==> src/rtl/multicycle_control.sv <==
// Multi-cycle MIPS sequencer: walks each instruction through fetch/decode/execute/memory/write-back,
// handshakes with a variable-latency memory, flags illegal opcodes and counts retired instructions.
module multicycle_control (
    input  logic        clk,
    input  logic        reset,
    input  logic [5:0]  op,
    input  logic [5:0]  funct,
    input  logic        zero,
    input  logic        mem_ready,
    output logic        memRead,
    output logic        memWrite,
    output logic        irWrite,
    output logic        pcWrite,
    output logic [1:0]  pcSrc,
    output logic        aluSrc,
    output logic [2:0]  toAlu,
    output logic        regWr,
    output logic        regDst,
    output logic        memToReg,
    output logic        li,
    output logic        link,
    output logic        illegal,
    output logic        instr_done,
    output logic [31:0] instr_count,
    output logic [2:0]  state
);

    typedef enum logic [2:0] {
        FETCH  = 3'd0,
        DECODE = 3'd1,
        EXEC   = 3'd2,
        MEM    = 3'd3,
        WB     = 3'd4,
        BRANCH = 3'd5,
        JUMP   = 3'd6,
        ERR    = 3'd7
    } stateT;

    localparam logic [5:0] OP_RTYPE = 6'b000000;
    localparam logic [5:0] OP_J     = 6'b000010;
    localparam logic [5:0] OP_JAL   = 6'b000011;
    localparam logic [5:0] OP_BEQ   = 6'b000100;
    localparam logic [5:0] OP_BNE   = 6'b000101;
    localparam logic [5:0] OP_ADDI  = 6'b001000;
    localparam logic [5:0] OP_SLTI  = 6'b001010;
    localparam logic [5:0] OP_ANDI  = 6'b001100;
    localparam logic [5:0] OP_ORI   = 6'b001101;
    localparam logic [5:0] OP_LI    = 6'b010000;
    localparam logic [5:0] OP_LW    = 6'b100011;
    localparam logic [5:0] OP_SW    = 6'b101011;
    localparam logic [5:0] FN_JR    = 6'b001000;

    stateT       curState;
    logic [5:0]  opReg;
    logic [5:0]  functReg;
    logic        illegalFlag;
    logic [31:0] retiredCount;
    logic        retire;

    logic isRtype, isJr, isLw, isSw, isLi, isBeq, isBne, isJal, isImm;

    function automatic logic isLegal(input logic [5:0] o);
        case (o)
            OP_RTYPE, OP_J, OP_JAL, OP_BEQ, OP_BNE, OP_ADDI, OP_SLTI,
            OP_ANDI, OP_ORI, OP_LI, OP_LW, OP_SW: isLegal = 1'b1;
            default:                              isLegal = 1'b0;
        endcase
    endfunction

    function automatic logic [2:0] aluClassOf(input logic [5:0] o);
        case (o)
            OP_ORI:               aluClassOf = 3'b001;
            OP_ADDI, OP_LW, OP_SW: aluClassOf = 3'b010;
            OP_LI:                aluClassOf = 3'b011;
            OP_ANDI:              aluClassOf = 3'b110;
            OP_SLTI:              aluClassOf = 3'b111;
            default:              aluClassOf = 3'b000;
        endcase
    endfunction

    // Everything past DECODE steers from the latched fields, never the live IR bits.
    assign isRtype = (opReg == OP_RTYPE);
    assign isJr    = isRtype && (functReg == FN_JR);
    assign isLw    = (opReg == OP_LW);
    assign isSw    = (opReg == OP_SW);
    assign isLi    = (opReg == OP_LI);
    assign isBeq   = (opReg == OP_BEQ);
    assign isBne   = (opReg == OP_BNE);
    assign isJal   = (opReg == OP_JAL);
    assign isImm   = (opReg == OP_ADDI) || (opReg == OP_SLTI) || (opReg == OP_ANDI) ||
                     (opReg == OP_ORI)  || isLw || isSw;

    always_ff @(posedge clk) begin
        if (reset) begin
            curState     <= FETCH;
            opReg        <= '0;
            functReg     <= '0;
            illegalFlag  <= 1'b0;
            retiredCount <= '0;
        end else begin
            retiredCount <= retiredCount + {31'd0, retire};
            case (curState)
                FETCH:  if (mem_ready) curState <= DECODE;
                DECODE: begin
                    opReg    <= op;
                    functReg <= funct;
                    if (!isLegal(op)) begin
                        curState    <= ERR;
                        illegalFlag <= 1'b1;
                    end else if (op == OP_BEQ || op == OP_BNE) begin
                        curState <= BRANCH;
                    end else if (op == OP_J || op == OP_JAL) begin
                        curState <= JUMP;
                    end else begin
                        curState <= EXEC;
                    end
                end
                EXEC: begin
                    if (isJr)              curState <= FETCH;
                    else if (isLw || isSw) curState <= MEM;
                    else                   curState <= WB;
                end
                MEM:                if (mem_ready) curState <= isLw ? WB : FETCH;
                WB, BRANCH, JUMP:   curState <= FETCH;
                ERR:                curState <= ERR;
            endcase
        end
    end

    // Reset overrides everything so an aborted instruction never leaves a write enable behind.
    always_comb begin
        memRead  = 1'b0;
        memWrite = 1'b0;
        irWrite  = 1'b0;
        pcWrite  = 1'b0;
        pcSrc    = 2'b00;
        aluSrc   = 1'b0;
        toAlu    = 3'b000;
        regWr    = 1'b0;
        regDst   = 1'b0;
        memToReg = 1'b0;
        li       = 1'b0;
        link     = 1'b0;
        retire   = 1'b0;
        if (!reset) begin
            case (curState)
                FETCH: begin
                    memRead = 1'b1;
                    if (mem_ready) begin
                        irWrite = 1'b1;
                        pcWrite = 1'b1;
                    end
                end
                EXEC: begin
                    toAlu  = aluClassOf(opReg);
                    aluSrc = isImm;
                    if (isJr) begin
                        pcWrite = 1'b1;
                        pcSrc   = 2'b11;
                        retire  = 1'b1;
                    end
                end
                MEM: begin
                    memRead  = isLw;
                    memWrite = isSw;
                    retire   = isSw && mem_ready;
                end
                WB: begin
                    regWr    = 1'b1;
                    regDst   = isRtype;
                    memToReg = isLw;
                    li       = isLi;
                    retire   = 1'b1;
                end
                BRANCH: begin
                    toAlu   = 3'b100;
                    pcWrite = (isBeq && zero) || (isBne && !zero);
                    pcSrc   = 2'b01;
                    retire  = 1'b1;
                end
                JUMP: begin
                    pcWrite = 1'b1;
                    pcSrc   = 2'b10;
                    regWr   = isJal;
                    link    = isJal;
                    retire  = 1'b1;
                end
                default: ;
            endcase
        end
    end

    assign instr_done  = retire;
    assign illegal     = !reset && illegalFlag;
    assign instr_count = reset ? 32'd0 : retiredCount;
    assign state       = reset ? 3'd0 : curState;

endmodule

==> config.mk <==
export PLATFORM = sky130hd
export DESIGN_NAME = multicycle_control
export DESIGN_NICKNAME = d
export VERILOG_FILES = /design/src/rtl/multicycle_control.sv
export SDC_FILE = /design/constraint.sdc
export NUM_CORES = 1
export LEC_CHECK = 0
export ABC_AREA = 1
export CORE_MARGIN = 3
export CORE_UTILIZATION = 47
export CTS_BUF_LIST = sky130_fd_sc_hd__clkbuf_2 sky130_fd_sc_hd__clkbuf_4 sky130_fd_sc_hd__clkbuf_8
export DETAILED_ROUTE_END_ITERATION = 10
export PLACE_DENSITY = 0.9
export SETUP_SLACK_MARGIN = 0.2
export SLEW_MARGIN = 20
export SYNTH_ARGS = -nofsm -noshare
export SYNTH_HDL_FRONTEND = slang
export SYNTH_SLANG_ARGS = --single-unit
==> constraint.sdc <==
create_clock -name clk -period 1.94 [get_ports clk]
set_input_delay 0.291 -clock clk [delete_from_list [all_inputs] [get_ports clk]]
set_output_delay 0.291 -clock clk [all_outputs]
set_load 0.02 [all_outputs]
==> metrics.md <==
| Metric | Value |
|---|---|
| Min setup slack post-route | -495 ps |
| Post-layout util | 78.9% |
| CP startpoint | opReg[4] |
| RSZ-0062 raised after global routing | yes |
| H-tree levels | 2 |
| Final Wtd Congestion | 0.955 |
| Most frequent cells after synthesis | 112 x nand2_1, 106 x nor2_1, 74 x inv_1 |
| Max_cap viols | 0 |
| Yosys top cell area share | 32.2% |
| Post-synthesis async set-or-reset flop share | 0% |
| Clock Latency Late Sink | ~320 ps |
| Hold crit path type | flop to flop |
| Yosys warns | 0 |
| DR pass1 iterations | 5 |
| Crit-path max cell delay | 360 ps |
| Crit-path max FO | 3 |
| Slew @ Worst Pin | 356 ps |
| Post-synthesis instance area | 2980 um2 |
| DP Worst Slack | -397 ps |
| Hold Path End | retiredCount[30] |
| Worst R2R Setup Slack | -490 ps |
| Slowest cell on crit path | dfxtp_2 |
| Antenna cells | 0 |
| Crit start category | flop |
| Detailed Place HPWL | 7060 um |
| Synth cell types | 29 |
| Area growth, synth to finish | 59.6% |
| Initial core utilization | about half |
| Placed standard-cell area | 4170 um2 |
| Die H | roughly 86 um |
| R2r endpoint | retiredCount[28] |
| Peak supply drop | 0.454 mV |
| Via count | 4,135 |
| Min Clock Period, post-route | 2430 ps |
| Critical Path End Type | flop |
| Levels on crit path | 14 |
| Nets | 649 |
| Drt drc | 0 |
| Final period utilization | 126% |
| Top_reg_cell synth | dfxtp_1 |
| Final Hold Fails | 0 |
| CTS Sinks | 48 |
| Number of synthesized flops with an enable pin | 0 |
| All-layer global routing usage | 27.6% |
| Setup violators final | 42 |
| CTS root buf | clkbuf_8 |
| Reg2reg start | opReg[4] |
| Crit path required time | roughly 2200 ps |
| Synth Register Bits | 48 |
| Status | finished, violations left |
| Largest net degree at the start of global routing | 52 |
| Syn nets | about 520 |
| First-pass GRT wire length | approximately 16,000 um |
| Grt total ovfl | 0 |
| CP Buf/Inv Count | 3 |
| Syn avg cell area | just under 6 um2 |
| Seq/Total Area, Yosys | 32.2% |
| CP Cell Sequence | inv_2, nand4_1, nor2_2, nand3_2, a31oi_4, ha_4, ha_4, nand2_4, nor2_4, buf_4, inv_2, nor2_4, nand3_1, a21oi_2 |
| Inst Count DP | 681 |
| Dominant cell type by area after synthesis | dfxtp_1 |
| Via count of the first global-routing pass | roughly 3,800 |
| Crit path arrival time | 2690 ps |
| Fin Clk Skew | 7.23 ps |
| Clock-pin transition on the worst setup and hold timing paths | 90 ps |
| Final antenna-violating net count | 0 |
| Static leakage | about 0.0021 uW |
| Drt wl/cell | about 18 um |
| Finished Cell Area | around 4800 um2 |
| # IOs | 68 |
| Critical path's top delay family | simple AND/OR/NAND/NOR gates |
| Initial antenna violation count | 0 |
| Die X-Extent | about 86 um |
| Num rows | 28 |
| Hold depth | 2 |
| Top post-synthesis cells by area | dfxtp_1 32%, nand2_1 14%, nor2_1 13% |
| Max Fclk | between 0.4 and 0.5 GHz |
| I/O Buffers | 67 |
| Die area | 7330 um2 |
| Cell with the most instances after synthesis | nand2_1 |
| Total core area | between 6000 and 7000 um2 |
| Max-slew violation count | 0 |
| Max Root-Sink Buffers | 2 |
| Final Non-Filler Cells | between 700 and 800 |
| Layout cells sized above 1 | between 30 and 40% |
| Worst r2r path cells | 14 |
| Power Dens Cells | 511 nW/um2 |
| Violated checks | setup timing |
| Startpoint of the worst hold path | retiredCount[30] |
| Initial DRC Count | 356 |
| Final WL | 12,700 um |
| CTS tree | built |
| CTS Hold Bufs | 0 |
| Synthesized instance count | 501 |
| CP Class | flop to flop |
| CTS buffer count | 5 |
| Vias per inst | 5.85 |
| Final hold slack | 472 ps |
| Relative slew slack | 76.0% |
[state kept, by name, indices dropped and copies added, names as in the netlist]
register	count
retiredCount	32
functReg	6
opReg	6
curState	3
illegalFlag	1
[metal layers]
layer,vias up,track usage (%),wire [um]
li1,1850,-,-
met1,1888,28.7,4430
met2,294,51.3,6150
met3,103,4.13,1030
met4,0,17.0,1140
met5,-,0,0
[worst max-delay path by stage]
stage	slack, ps	to
after global routing	-610	retiredCount[28]
final	-490	retiredCount[28]
after CTS	-170	retiredCount[20]
after floorplan	-240	retiredCount[20]
after detailed placement	-400	retiredCount[20]
after global placement	-320	retiredCount[20]
[cell families (layout without fill, tap and decap cells)]
group / Yosys count / count (layout) / synth area share [%]
simple gates: 288 / 288 / 41.9
buf+inv: 88 / 219 / 11.4
compound gates: 71 / 71 / 12.4
flops: 48 / 48 / 32.2
xor+xnor: 4 / 4 / 1.18
fa+ha+maj: 2 / 2 / 0.839
[worst reg2reg max path: stages (launching register included)]
cell     delay [ps]
dfxtp_2         360
inv_2            60
nand4_1         160
nor2_2          320
nand3_2         180
a31oi_4         210
ha_4            170
ha_4            150
nand2_4          60
nor2_4          150
buf_4           140
inv_2            50
nor2_4          110
nand3_1         120
a21oi_2         140
[power by group]
part | switching (uW) | internal (uW)
registers | 45.0 | 1020
logic | 383 | 295
clock network | 381 | 305
total | 809 | 1620
[placed cells by master (no fill, tap or decap), types with 2 or more instances in the layout]
master / n
nand2_4: 7
nor3_4: 2
o21ai_1: 7
ha_4: 2
o21ai_0: 12
dlygate4sd2_1: 29
nor2_2: 7
inv_2: 10
buf_4: 61
nor3_2: 5
dlymetal6s2s_1: 7
a31oi_1: 2
dfxtp_2: 2
nor2_1: 83
a21oi_2: 7
o21ai_2: 3
dfxtp_4: 7
xor2_1: 4
nor3_1: 10
nand4_1: 7
nand2_1: 100
a21oi_1: 34
nand3_1: 25
clkbuf_8: 7
inv_4: 5
buf_2: 3
nand2_2: 9
nand3_2: 5
inv_1: 61
buf_6: 20
clkdlybuf4s50_1: 14
nand3_4: 3
nor2_4: 22
dfxtp_1: 39
[final cells by class]
class | instances | area, um2
Clock buffer | 7 | 90.1
Clock inverter | 1 | 7.51
Fill cell | 413 | 1270
Inverter | 76 | 298
Multi-Input combinational cell | 365 | 2080
Sequential cell | 48 | 990
Tap cell | 75 | 93.8
Timing Repair Buffer | 135 | 1190
[stage by stage]
step / TNS (ps) / power, uW
2_1_floorplan: -2450 / 1310
3_3_place_gp: -6870 / 1510
3_5_place_dp: -9690 / 1530
4_1_cts: -2300 / 2240
5_1_grt: -15710 / 2480
6_report: -12470 / 2430
[what timing repair did]
item	CTS	global route
setup buffers	9	9
endpoints found under the setup margin	82	53
gates resized for setup	172	70
pin swaps	18	27
No activity file was read; power rests on OpenSTA's default activity.
